## config.mk

```make
export PLATFORM = sky130hd
export DESIGN_NAME = bp_be_fe_feedback_gen
export DESIGN_NICKNAME = d
export VERILOG_FILES = /design/src/rtl/bp_be_fe_feedback_gen.sv
export SDC_FILE = /design/constraint.sdc
export NUM_CORES = 1
export LEC_CHECK = 0
export ABC_AREA = 0
export CORE_MARGIN = 3
export CORE_UTILIZATION = 50
export CTS_CLUSTER_DIAMETER = 60
export CTS_CLUSTER_SIZE = 28
export DETAILED_ROUTE_END_ITERATION = 8
export PLACE_DENSITY = 0.86
export SETUP_SLACK_MARGIN = 0.1
export SLEW_MARGIN = 40
export SYNTH_ARGS = -nofsm -noshare
export SYNTH_HDL_FRONTEND = slang
export SYNTH_SLANG_ARGS = --single-unit
```

## constraint.sdc

```tcl
create_clock -name clk_i -period 22.5 [get_ports clk_i]
set_clock_uncertainty 0.2 [all_clocks]
set_input_delay 2.25 -clock clk_i [delete_from_list [all_inputs] [get_ports clk_i]]
set_output_delay 2.25 -clock clk_i [all_outputs]
set_load 0.005 [all_outputs]
```

## src/rtl/bp_be_fe_feedback_gen.sv

```systemverilog
// bp_be_fe_feedback_gen: backend redirect and attaboy feedback to the frontend PC generator
module bp_be_fe_feedback_gen #(
  parameter int vaddr_width_p = 39,
  parameter int branch_metadata_fwd_width_p = 32,
  parameter int attaboy_els_p = 2,
  parameter int drop_cnt_width_p = 8
) (
  input  logic                                   clk_i,
  input  logic                                   reset_i,
  input  logic                                   resolve_v_i,
  input  logic [vaddr_width_p-1:0]               resolve_tgt_i,
  input  logic [vaddr_width_p-1:0]               resolve_npc_i,
  input  logic [branch_metadata_fwd_width_p-1:0] resolve_metadata_i,
  input  logic                                   resolve_taken_i,
  input  logic                                   resolve_ntaken_i,
  input  logic                                   resolve_nonbr_i,
  input  logic                                   resolve_mispredict_i,
  input  logic                                   trap_v_i,
  input  logic [vaddr_width_p-1:0]               trap_npc_i,
  input  logic                                   trap_resume_i,
  output logic                                   redirect_v_o,
  output logic [vaddr_width_p-1:0]               redirect_pc_o,
  output logic [vaddr_width_p-1:0]               redirect_npc_o,
  output logic                                   redirect_resume_o,
  output logic                                   redirect_br_v_o,
  output logic [branch_metadata_fwd_width_p-1:0] redirect_br_metadata_fwd_o,
  output logic                                   redirect_br_taken_o,
  output logic                                   redirect_br_ntaken_o,
  output logic                                   redirect_br_nonbr_o,
  output logic                                   attaboy_v_o,
  output logic [vaddr_width_p-1:0]               attaboy_pc_o,
  output logic [branch_metadata_fwd_width_p-1:0] attaboy_br_metadata_fwd_o,
  output logic                                   attaboy_taken_o,
  output logic                                   attaboy_ntaken_o,
  input  logic                                   attaboy_yumi_i,
  output logic [drop_cnt_width_p-1:0]            drop_count_o
);
  localparam int pw_lp = attaboy_els_p > 1 ? $clog2(attaboy_els_p) : 1;
  localparam int cw_lp = $clog2(attaboy_els_p + 1);
  logic                                   r_redirect_v, r_resume, r_br_v, r_br_tk, r_br_nt, r_br_nb;
  logic [vaddr_width_p-1:0]               r_redirect_pc, r_redirect_npc;
  logic [branch_metadata_fwd_width_p-1:0] r_br_md;
  logic [vaddr_width_p-1:0]               r_tgt [attaboy_els_p];
  logic [branch_metadata_fwd_width_p-1:0] r_md [attaboy_els_p];
  logic                                   r_tk [attaboy_els_p];
  logic                                   r_nt [attaboy_els_p];
  logic [pw_lp-1:0]                       r_rptr, r_wptr;
  logic [cw_lp-1:0]                       r_cnt;
  logic [drop_cnt_width_p-1:0]            r_drop;
  logic w_redir, w_br_redir, w_enq_req, w_full, w_deq, w_enq, w_drop;
  function automatic logic [pw_lp-1:0] ptr_inc(input logic [pw_lp-1:0] p);
    return p == pw_lp'(attaboy_els_p - 1) ? '0 : p + 1'b1;
  endfunction
  assign w_br_redir = resolve_v_i & (resolve_mispredict_i | resolve_nonbr_i);
  assign w_redir    = trap_v_i | w_br_redir;
  assign w_enq_req  = resolve_v_i & ~resolve_mispredict_i & ~resolve_nonbr_i & ~trap_v_i
                    & (resolve_taken_i | resolve_ntaken_i);
  assign w_full     = r_cnt == cw_lp'(attaboy_els_p);
  assign w_deq      = attaboy_yumi_i & attaboy_v_o & ~trap_v_i;
  // a pop in the same cycle frees the slot, so a full FIFO can still accept
  assign w_enq      = w_enq_req & (~w_full | w_deq);
  assign w_drop     = w_enq_req & w_full & ~w_deq;
  always_ff @(posedge clk_i) begin
    if (reset_i) begin
      r_redirect_v   <= 1'b0;
      r_redirect_pc  <= '0;
      r_redirect_npc <= '0;
      r_resume       <= 1'b0;
      r_br_v         <= 1'b0;
      r_br_md        <= '0;
      r_br_tk        <= 1'b0;
      r_br_nt        <= 1'b0;
      r_br_nb        <= 1'b0;
    end else begin
      r_redirect_v <= w_redir;
      if (w_redir) begin
        r_redirect_pc  <= trap_v_i ? trap_npc_i : resolve_tgt_i;
        r_redirect_npc <= trap_v_i ? trap_npc_i : resolve_npc_i;
        r_resume       <= trap_v_i & trap_resume_i;
        r_br_v         <= ~trap_v_i;
        r_br_md        <= trap_v_i ? '0 : resolve_metadata_i;
        r_br_tk        <= ~trap_v_i & resolve_taken_i;
        r_br_nt        <= ~trap_v_i & resolve_ntaken_i;
        r_br_nb        <= ~trap_v_i & resolve_nonbr_i;
      end
    end
  end
  always_ff @(posedge clk_i) begin
    if (reset_i) begin
      r_rptr <= '0;
      r_wptr <= '0;
      r_cnt  <= '0;
      r_drop <= '0;
      for (int i = 0; i < attaboy_els_p; i++) begin
        r_tgt[i] <= '0;
        r_md[i]  <= '0;
        r_tk[i]  <= 1'b0;
        r_nt[i]  <= 1'b0;
      end
    end else begin
      if (w_enq) begin
        r_tgt[r_wptr] <= resolve_tgt_i;
        r_md[r_wptr]  <= resolve_metadata_i;
        r_tk[r_wptr]  <= resolve_taken_i;
        r_nt[r_wptr]  <= resolve_ntaken_i;
      end
      r_drop <= (w_drop & ~&r_drop) ? r_drop + 1'b1 : r_drop;
      r_rptr <= trap_v_i ? '0 : w_deq ? ptr_inc(r_rptr) : r_rptr;
      r_wptr <= trap_v_i ? '0 : w_enq ? ptr_inc(r_wptr) : r_wptr;
      r_cnt  <= trap_v_i ? '0 : r_cnt + cw_lp'(w_enq) - cw_lp'(w_deq);
    end
  end
  assign redirect_v_o               = r_redirect_v;
  assign redirect_pc_o              = r_redirect_pc;
  assign redirect_npc_o             = r_redirect_npc;
  assign redirect_resume_o          = r_resume;
  assign redirect_br_v_o            = r_br_v;
  assign redirect_br_metadata_fwd_o = r_br_md;
  assign redirect_br_taken_o        = r_br_tk;
  assign redirect_br_ntaken_o       = r_br_nt;
  assign redirect_br_nonbr_o        = r_br_nb;
  // the head is hidden, not popped, during a redirect cycle
  assign attaboy_v_o                = (r_cnt != '0) & ~r_redirect_v;
  assign attaboy_pc_o               = r_tgt[r_rptr];
  assign attaboy_br_metadata_fwd_o  = r_md[r_rptr];
  assign attaboy_taken_o            = r_tk[r_rptr];
  assign attaboy_ntaken_o           = r_nt[r_rptr];
  assign drop_count_o               = r_drop;
endmodule
```

==> results.md <==
* Status: complete, no violations
* Via-to-Cell Ratio at 5.41
* Clk root buf: clkbuf_16
* Vias in the first global route at 8871
* Worst-path clk slew at 0.08 ns
* Number of port buffers at 356
* First-pass GRT wire length at 47600 um
* Critical path data required time at 22.43 ns
* GRT Util Overall at 0.247
* Dpl cell area at 0.0150 sq mm
* Setup TNS at 0 ns
* Overall Power at 1.05 mW
* Die Y at 155 um
* Max Cap Viol at 0
* Type of origin of the critical path: primary input
* Core area at 0.0219 sq mm
* Ys Warns at 0
* Grt ovf at 0
* DIE WIDTH at 155 um
* Num rows at 54
* Initial antenna violation count at 1
* Final min period at 4.90 ns
* Nets at 1499
* Sequential share of the synthesized area at 0.625
* CP Capture Type: register
* Vias at 8831
* Top Ports at 357
* Type of the tightest min-delay check: register to register
* Worst-Skew Late Latency at 0.51 ns
* Fin. Hold Viols at 0
* Post-route clock period utilization at 0.218
* Final Cell Area at 0.0157 sq mm
* Top achievable clock speed at 0.204 GHz
* Routed len/inst at 19.0 um
* Mapped Area at 0.0112 sq mm
* Reg2Reg Setup Slack at 20.08 ns
* Synth Instances at 1017
* Post-CTS Hold Buffers at 0
* Max-slew violations at 0
* Crit Path Max Fanout at 73
* Hold depth at 2
* Critical path arrival at 4.83 ns
* Number of post-CTS setup repair buffers at 0
* Peak supply drop at 0.0432 mV
* RSZ-0062 raised after global routing: no
* Final setup fails at 0
* Largest net degree at the start of global routing at 74
* Crit path kind: primary input to register
* Initial Util at 0.510
* H-tree levels at 1
* TritonCTS Buffers at 19
* TritonCTS clock tree: built
* Layout Cells excl Fill at 1631
* DP HPWL at 21200 um
* Placer Congestion at 0.812
* Final antenna-violating net count at 0
* Drt drc at 0
* Distinct cell type count after synthesis at 38
* Reg2reg path depth at 4
* Routed Wire Length at 30900 um
* Total power divided by cell area at 67.4 mW/mm^2
* Clk sinks at 275
* Pre-antenna DRT Iters at 7
* Syn_nets at 1179
* Share of cells above drive strength 1 at 0.0993
* Post_cts resized at 0
* Avg Cell Area, Syn at 11.0 sq um
* Worst-case clock buffer depth at 3
* Die area at 0.0241 sq mm
* Least-Margin Pin Slew at 0.787 ns
* Yosys reg bits at 275
* Placed cells at 1596
* Relative slew slack at 0.475
* Iter 0 DRT Violations at 522
* Leak Pwr at 5.74 nW
* Area grow syn2layout at 40.3%
[layer usage]
metal	track usage	up-vias	part of all wire
li1	-	4166	-
met1	0.308	4235	0.39
met2	0.409	355	0.48
met3	0.0718	75	0.091
met4	0.0917	0	0.040
met5	0	-	0
[report_power, final]
part / total (mW) / switching (mW) / internal [mW]
sequential: 0.559 / 0.00912 / 0.550
clock: 0.370 / 0.198 / 0.172
combinational: 0.126 / 0.0564 / 0.0694
[through the flow]
stage	util	worst slack, ns	hold slack (ns)
final	0.715	17.60	0.258
after global placement	0.682	16.90	0.241
after floorplan	-	13.66	0.253
after CTS	0.715	17.63	0.259
after detailed placement	0.685	17.28	0.247
after global routing	0.715	17.48	0.281
[cell families (layout without fill, tap and decap cells)]
group	after synthesis	in the layout	share of synthesized area
other	0	1	0
xor gates and xnor gates	4	4	0.00314
DFF	275	275	0.625
and+or+nand+nor	413	413	0.179
AOI/OAI and AO/OA	173	173	0.0882
adders and majority gates	3	3	0.00337
muxes	75	75	0.0756
buffers and inverters	74	407	0.0260
[synthesized netlist by cell type]
| master | number | share of area |
|---|---|---|
| o31ai_1 | 3 | 0.0020 |
| o311ai_0 | 1 | 0.00079 |
| nor3_2 | 2 | 0.0018 |
| o221ai_1 | 1 | 0.00079 |
| buf_6 | 1 | 0.0010 |
| xor2_1 | 1 | 0.00079 |
| or3_1 | 4 | 0.0022 |
| o21ai_0 | 46 | 0.021 |
| a22oi_1 | 1 | 0.00067 |
| clkbuf_1 | 63 | 0.021 |
| ha_1 | 3 | 0.0034 |
| nor2_1 | 13 | 0.0044 |
| nor2b_1 | 2 | 0.0011 |
| dfxtp_1 | 129 | 0.23 |
| a31oi_1 | 78 | 0.044 |
| nor4b_1 | 1 | 0.00079 |
| or4b_4 | 1 | 0.0012 |
| xnor2_1 | 3 | 0.0024 |
| inv_2 | 1 | 0.00034 |
| inv_1 | 3 | 0.0010 |
| nand2_1 | 231 | 0.078 |
| nor3_1 | 1 | 0.00045 |
| or4_1 | 2 | 0.0013 |
| nor4b_2 | 1 | 0.0013 |
| nand4_1 | 2 | 0.0011 |
| mux2_2 | 74 | 0.075 |
| o21ai_1 | 1 | 0.00045 |
| edfxtp_1 | 146 | 0.39 |
| dlygate4sd1_1 | 1 | 0.00079 |
| nand2b_1 | 1 | 0.00056 |
| nor3b_1 | 1 | 0.00067 |
| and2_1 | 146 | 0.082 |
| mux2i_1 | 1 | 0.00090 |
| nand3_1 | 3 | 0.0013 |
| buf_1 | 5 | 0.0017 |
| o21a_1 | 1 | 0.00067 |
| a21oi_1 | 41 | 0.018 |
| and3_1 | 2 | 0.0011 |
[area by class of cell]
type                            count  area [sq um]
Tap cell                          280           350
Clock inverter                     15           178
Fill cell                        1509          6240
Inverter                            4          17.5
Multi-Input combinational cell    668          3970
Antenna cell                        1          2.50
Sequential cell                   275          6970
Clock buffer                       19           475
Timing Repair Buffer              369          3690
[worst max-delay path, stage by stage]
cell and delay (ns):
clkdlybuf4s50_1 0.88, clkinv_2 0.81, o21ai_4 0.23, buf_6 0.61
[worst paths after layout]
| kind | start | end |
|---|---|---|
| worst min register to register | redirect_br_metadata_fwd_o[24]$_SDFFE_PP0P_ | redirect_br_metadata_fwd_o[24]$_SDFFE_PP0P_ |
| worst max-delay path | reset_i | r_tgt[1][6]$_SDFFCE_PN0P_ |
| worst max register to register | redirect_v_o$_SDFF_PP0_ | r_tgt[1][6]$_SDFFCE_PN0P_ |
| worst min-delay path | redirect_br_metadata_fwd_o[24]$_SDFFE_PP0P_ | redirect_br_metadata_fwd_o[24]$_SDFFE_PP0P_ |
[cells in the final DEF, fill, tap and decap left out, drive strengths merged, types with 2 or more instances in the layout]
cell type / Yosys / routed
o21ai: 47 / 47
edfxtp: 146 / 146
xnor2: 3 / 3
buf: 6 / 13
and3: 2 / 2
nor3: 3 / 3
dfxtp: 129 / 129
mux2: 74 / 74
clkbuf: 63 / 19
clkdlybuf4s50: 0 / 356
nor2: 13 / 13
ha: 3 / 3
nand2: 231 / 231
nor4b: 2 / 2
o31ai: 3 / 3
or4: 2 / 2
nand4: 2 / 2
and2: 146 / 146
a21oi: 41 / 41
or3: 4 / 4
clkinv: 0 / 4
nor2b: 2 / 2
inv: 4 / 15
nand3: 3 / 3
a31oi: 78 / 78
[registers in the layout (all words and copies together), names as in the netlist, named ones only]
signal / cells
r_tgt: 78
r_md: 64
redirect_npc_o: 39
redirect_pc_o: 39
redirect_br_metadata_fwd_o: 32
drop_count_o: 8
r_cnt: 2
r_nt: 2
r_tk: 2
r_rptr: 1
r_wptr: 1
redirect_br_nonbr_o: 1
redirect_br_ntaken_o: 1
redirect_br_taken_o: 1
redirect_br_v_o: 1
redirect_resume_o: 1
redirect_v_o: 1
Power figures use the tool's default switching activity.
